### config.mk
export PLATFORM = sky130hd
export DESIGN_NAME = pc_unit
export DESIGN_NICKNAME = d
export VERILOG_FILES = /design/src/rtl/pc_unit.sv
export SDC_FILE = /design/constraint.sdc
export NUM_CORES = 1
export LEC_CHECK = 0
export ABC_AREA = 1
export CORE_ASPECT_RATIO = 2
export CORE_MARGIN = 2
export CORE_UTILIZATION = 35
export CTS_CLUSTER_SIZE = 12
export DETAILED_ROUTE_END_ITERATION = 8
export GPL_ROUTABILITY_DRIVEN = 0
export PLACE_DENSITY = 0.66
export SLEW_MARGIN = 20
export SYNTH_ARGS = -nofsm -noshare
export SYNTH_HDL_FRONTEND = slang
export SYNTH_SLANG_ARGS = --single-unit
### constraint.sdc
create_clock -name clk -period 5.4 [get_ports clk]
set_input_delay 0.81 -clock clk [delete_from_list [all_inputs] [get_ports clk]]
set_output_delay 0.81 -clock clk [all_outputs]
set_load 0.1 [all_outputs]
### src/rtl/pc_unit.sv
// pc_unit -- program-counter block for the MiniRISC fetch stage.
//
// Holds the registered PC and advances it each cycle by STEP, or redirects
// it by absolute jump, relative branch, call or return. Calls and returns use
// an internal circular return-address stack (RAS). A halt request freezes the
// block until reset.
//
// Parameters:
//   WIDTH     PC width in bits, all arithmetic modulo 2^WIDTH
//   STEP      sequential increment
//   RESET_PC  PC value loaded on reset
//   DEPTH     RAS entries (power of two, >= 2)
//
// Ports:
//   clk        rising-edge clock
//   rst        synchronous active-high reset
//   stall      hold all state this cycle
//   halt_req   enter HALTED state (when not stalled)
//   jmp_en     absolute jump to jmp_addr
//   jmp_addr   jump / call target
//   br_en      relative branch by br_off
//   br_off     two's-complement branch offset
//   call_en    push pc+STEP, jump to jmp_addr
//   ret_en     pop RAS into pc
//   pc         current PC (registered)
//   halted     high in HALTED state
//   ras_empty  RAS holds 0 entries
//   ras_full   RAS holds DEPTH entries
//   ras_err    sticky overflow / underflow flag
module pc_unit #(
    parameter int              WIDTH    = 32,
    parameter logic [WIDTH-1:0] STEP     = WIDTH'(1),
    parameter logic [WIDTH-1:0] RESET_PC = '0,
    parameter int              DEPTH    = 4
) (
    input  logic             clk,
    input  logic             rst,
    input  logic             stall,
    input  logic             halt_req,
    input  logic             jmp_en,
    input  logic [WIDTH-1:0] jmp_addr,
    input  logic             br_en,
    input  logic [WIDTH-1:0] br_off,
    input  logic             call_en,
    input  logic             ret_en,
    output logic [WIDTH-1:0] pc,
    output logic             halted,
    output logic             ras_empty,
    output logic             ras_full,
    output logic             ras_err
);

    localparam int PW = $clog2(DEPTH);
    localparam int CW = PW + 1;
    localparam logic [CW-1:0] DEPTH_C = CW'(DEPTH);

    typedef enum logic [0:0] {
        ST_RUN    = 1'b0,
        ST_HALTED = 1'b1
    } state_t;

    state_t           state_r;
    state_t           state_next_s;
    logic             adv_s;

    logic [WIDTH-1:0] pc_r;
    logic [WIDTH-1:0] pc_next_s;
    logic [WIDTH-1:0] pc_inc_s;
    logic [WIDTH-1:0] ras_top_s;

    logic [WIDTH-1:0] ras_mem_r [DEPTH];
    logic [PW-1:0]    top_r;
    logic [PW-1:0]    top_next_s;
    logic [CW-1:0]    count_r;
    logic [CW-1:0]    count_next_s;
    logic             push_s;
    logic             pop_s;
    logic             err_set_s;

    logic             err_r;
    logic             halted_r;
    logic             empty_r;
    logic             full_r;

    assign pc_inc_s  = pc_r + STEP;
    assign ras_top_s = ras_mem_r[top_r];

    // FSM state register
    always_ff @(posedge clk) begin
        if (rst) begin
            state_r <= ST_RUN;
        end else begin
            state_r <= state_next_s;
        end
    end

    // FSM next-state logic: HALTED is only left through reset
    always_comb begin
        state_next_s = state_r;
        case (state_r)
            ST_RUN: begin
                if (halt_req && !stall) begin
                    state_next_s = ST_HALTED;
                end else begin
                    state_next_s = ST_RUN;
                end
            end
            ST_HALTED: state_next_s = ST_HALTED;
            default:   state_next_s = ST_RUN;
        endcase
    end

    // FSM output logic: the PC/RAS datapath acts only on an unstalled,
    // non-halting RUN cycle (the halting edge itself does not advance pc)
    always_comb begin
        adv_s = 1'b0;
        case (state_r)
            ST_RUN: begin
                if (!stall && !halt_req) begin
                    adv_s = 1'b1;
                end else begin
                    adv_s = 1'b0;
                end
            end
            ST_HALTED: adv_s = 1'b0;
            default:   adv_s = 1'b0;
        endcase
    end

    // Next-PC selection in priority order ret > call > jmp > br > step
    always_comb begin
        pc_next_s = pc_r;
        push_s    = 1'b0;
        pop_s     = 1'b0;
        err_set_s = 1'b0;
        if (adv_s) begin
            if (ret_en) begin
                if (count_r != CW'(0)) begin
                    pc_next_s = ras_top_s;
                    pop_s     = 1'b1;
                end else begin
                    // underflow: behave like a plain step and flag it
                    pc_next_s = pc_inc_s;
                    err_set_s = 1'b1;
                end
            end else if (call_en) begin
                pc_next_s = jmp_addr;
                push_s    = 1'b1;
                if (count_r == DEPTH_C) begin
                    err_set_s = 1'b1;
                end else begin
                    err_set_s = 1'b0;
                end
            end else if (jmp_en) begin
                pc_next_s = jmp_addr;
            end else if (br_en) begin
                pc_next_s = pc_r + br_off;
            end else begin
                pc_next_s = pc_inc_s;
            end
        end else begin
            pc_next_s = pc_r;
        end
    end

    // RAS pointer and occupancy update; a push into a full stack overwrites
    // the oldest slot because the pointer simply wraps round the buffer
    always_comb begin
        top_next_s   = top_r;
        count_next_s = count_r;
        if (push_s) begin
            top_next_s = top_r + PW'(1);
            if (count_r != DEPTH_C) begin
                count_next_s = count_r + CW'(1);
            end else begin
                count_next_s = count_r;
            end
        end else if (pop_s) begin
            top_next_s   = top_r - PW'(1);
            count_next_s = count_r - CW'(1);
        end else begin
            top_next_s   = top_r;
            count_next_s = count_r;
        end
    end

    // PC, RAS bookkeeping and status flag registers
    always_ff @(posedge clk) begin
        if (rst) begin
            pc_r     <= RESET_PC;
            top_r    <= '0;
            count_r  <= '0;
            err_r    <= 1'b0;
            halted_r <= 1'b0;
            empty_r  <= 1'b1;
            full_r   <= 1'b0;
        end else begin
            pc_r     <= pc_next_s;
            top_r    <= top_next_s;
            count_r  <= count_next_s;
            err_r    <= err_r | err_set_s;
            halted_r <= (state_next_s == ST_HALTED);
            empty_r  <= (count_next_s == CW'(0));
            full_r   <= (count_next_s == DEPTH_C);
        end
    end

    // RAS storage; contents need no reset since occupancy is cleared
    always_ff @(posedge clk) begin
        if (!rst && push_s) begin
            ras_mem_r[top_next_s] <= pc_inc_s;
        end
    end

    assign pc        = pc_r;
    assign halted    = halted_r;
    assign ras_empty = empty_r;
    assign ras_full  = full_r;
    assign ras_err   = err_r;

endmodule

==> metrics.txt <==
met3 WL=1940 um; die width=127 um; RSZ-0062 raised after global routing=no; DRT iter0 DRCs=731; Final Hold Viols=0; ant diodes=0; Arrival @ worst endpoint=3580 ps; syn nets=1476; DRC=0; Multi-input gate area=5100 um^2; Crit path largest cell delay=580 ps; Yosys top cell by area=edfxtp_1; Max IR drop VDD=0.000236 V; Synth-to-Final Area Change=19.8%; clock-pin slew on the worst setup and hold paths=70 ps; most frequent cells in the layout=nand2_1, nor2_1, inv_1, o21ai_0, edfxtp_1; Crit-path slowest cell=inv_1; I/O pin total=108; WL final=36500 um; Max Slew Vio Count=0; FMAX=286 MHz; required time of the critical path=5480 ps; CTS max path bufs=2; skew final=5.99 ps; xor-xnor portion of the synthesized cell area=3.31%; CTS sink count=169; M1 wire length=12600 um; Die ar.=31500 um^2; register area=4670 um^2; max layer used=met4; largest net degree at the start of global routing=70; cell-internal power=2.41 mW; synth top area cells=edfxtp_1, nand2_1, dfxtp_1, o21ai_0, nor2_1; fin crit share=64.8%; Max-slew headroom=31.9%; Post-Synth Adder-Cell Area=4.36%; Hold Crit Class=reg -> reg; Post-CTS Setup Bufs=0; Syn Std Cell Area=10500 um^2; Tightest Pin Transition=1020 ps; Setup crit start kind=primary input; commonest non-fill, non-tap cell in the layout=nand2_1; final core occ=42.7%; setup_tns=0 ps; first-pass GRT wire length=55600 um; Synth top area share=36.6%; Worst-Skew Late Latency=440 ps; die height=249 um; TritonRoute pass-1 iters=8; syn_area_per_cell=7.68 um^2; # resized after CTS=0; CP cell instances=clkdlybuf4s50_1 > nor3_4 > inv_1 > nor2_1 > buf_4 > inv_1 > o21ai_0 > xor2_1 > or4_1 > inv_1 > buf_4; Starting Density=35.6%; share of layout cells above drive strength 1=5.17%; initial antenna violation count=0; Seq/Total Area, Yosys=44.4%; max_cap viols=0; min Tclk post-route=3500 ps; Post-CTS Hold Buffers=0; vias in the first global route=10020; post-route ant nets=0; CTS Buf Count=17; Distinct cells, synth=48; crit path kind=in -> reg; Syn. warnings=0; largest family of logic cells by synthesized area=simple AND/OR/NAND/NOR gates; CP most frequent cell=inv_1; sw power=1.04 mW; CTS tree=done; FF+latch count, synth=169; Reg power frac=42.4%; fraction of power spent switching nets=30.2%; post-DP HPWL=27100 um; Clock Tree Root=clkbuf_16; Pwr Density=274 nW/um^2; post-synthesis mux area share=0%; CP Capture Type=flop; GRT Total Usage=23.0%; CP Max Fanout=32; power share of the combinational group=19.2%; # setup viols final=0; DR vias=10158; Synth Area in Compound Gates=15.0%; Core Box Area=29500 um^2; routed wire length per instance=19.9 um; Vias/cell=5.54; row cnt=89; Clock power frac=38.4%; NumNets Final=1564; H-tree Lvls=4; Port Buf Inserts=107; status=finished clean; met2 WL post-DR=18400 um; Syn Inst Count=1368; grt ovf=0; fill cell count=2929; Synth Area in Simple Gates=25.8%; Static Leak=5.15 nW; Fin Hold WS=504 ps
-- cell usage after synthesis (all sizes together) --
cell type    n
a211oi       3
a21oi       73
a221oi      12
a22oi        6
a31oi        1
a32oi        1
a41oi        5
and3         1
buf          9
clkbuf      45
dfxtp       41
edfxtp     128
fa           1
ha          35
inv        142
nand2      365
nand3       67
nand3b       9
nand4        9
nor2       171
nor3        18
nor3b        1
nor4         3
o211ai       8
o21ai      135
o21bai       5
o22ai       31
o31ai        1
or2          3
or4          1
xnor2        7
xor2        31
-- through the flow --
step / worst slack (ps) / instances / power [mW] / area, um^2
2_1_floorplan: 1150 / 1368 / 1.91 / 10500
3_3_place_gp: 1480 / 1801 / 2.13 / 12000
3_5_place_dp: 1460 / 1801 / 2.14 / 12000
4_1_cts: 1920 / 1833 / 3.45 / 12600
5_1_grt: 1720 / 1833 / 3.57 / 12600
6_report: 1900 / 1833 / 3.45 / 12600
-- critical path: cells and delay by family --
family / cells / cell delay [ps]
buf+inv: 6 / 1860
simple gates: 3 / 600
compound gates: 1 / 80
xor+xnor: 1 / 200
-- layer usage --
metal	GRT usage, %	vias to the layer above
li1	-	4779
met1	23.8	4731
met2	40.3	479
met3	2.90	169
met4	19.6	0
met5	0	-
-- state kept, by name, indices dropped and copies added (netlist names) --
| signal | cells |
|---|---|
| ras_err | 1 |
| ras_mem_r | 128 |
| ras_empty | 1 |
| pc | 32 |
| count_r | 3 |
| top_r | 2 |
| ras_full | 1 |
| halted | 1 |
-- area by class of cell --
| type | instances | area share (%) |
|---|---|---|
| inverter | 142 | 4.23 |
| multi-input combinational | 1003 | 40.6 |
| clock buffer | 17 | 3.38 |
| sequential | 169 | 37.1 |
| clock inverter | 15 | 1.69 |
| tap | 364 | 3.62 |
| timing repair buffer | 123 | 9.46 |
-- cells by family after synthesis --
logic type                 after synthesis
xor gates and xnor gates                38
AOI/OAI and AO/OA                      281
buffers and inverters                  196
and+or+nand+nor                        648
adders and majority gates               36
DFF                                    169
-- power groups by stage --
stage          logic [mW]  registers, mW  clock network [mW]
2_1_floorplan       0.320           1.59                   0
3_3_place_gp        0.643           1.49                   0
3_5_place_dp        0.651           1.49                   0
4_1_cts             0.655           1.46                1.34
5_1_grt             0.717           1.46                1.39
6_report            0.663           1.46                1.33
-- path summary, 6_finish.rpt --
check,from,end,slack (ps),cells past startpoint
hold / removal,ras_err,ras_err,500,2
setup reg to reg,count_r[0],ras_mem_r[3][17],2120,15
hold reg to reg,ras_err,ras_err,500,2
setup / recovery,halt_req,ras_mem_r[3][17],1900,11
Note: power is estimated with default switching activity, not from simulation.
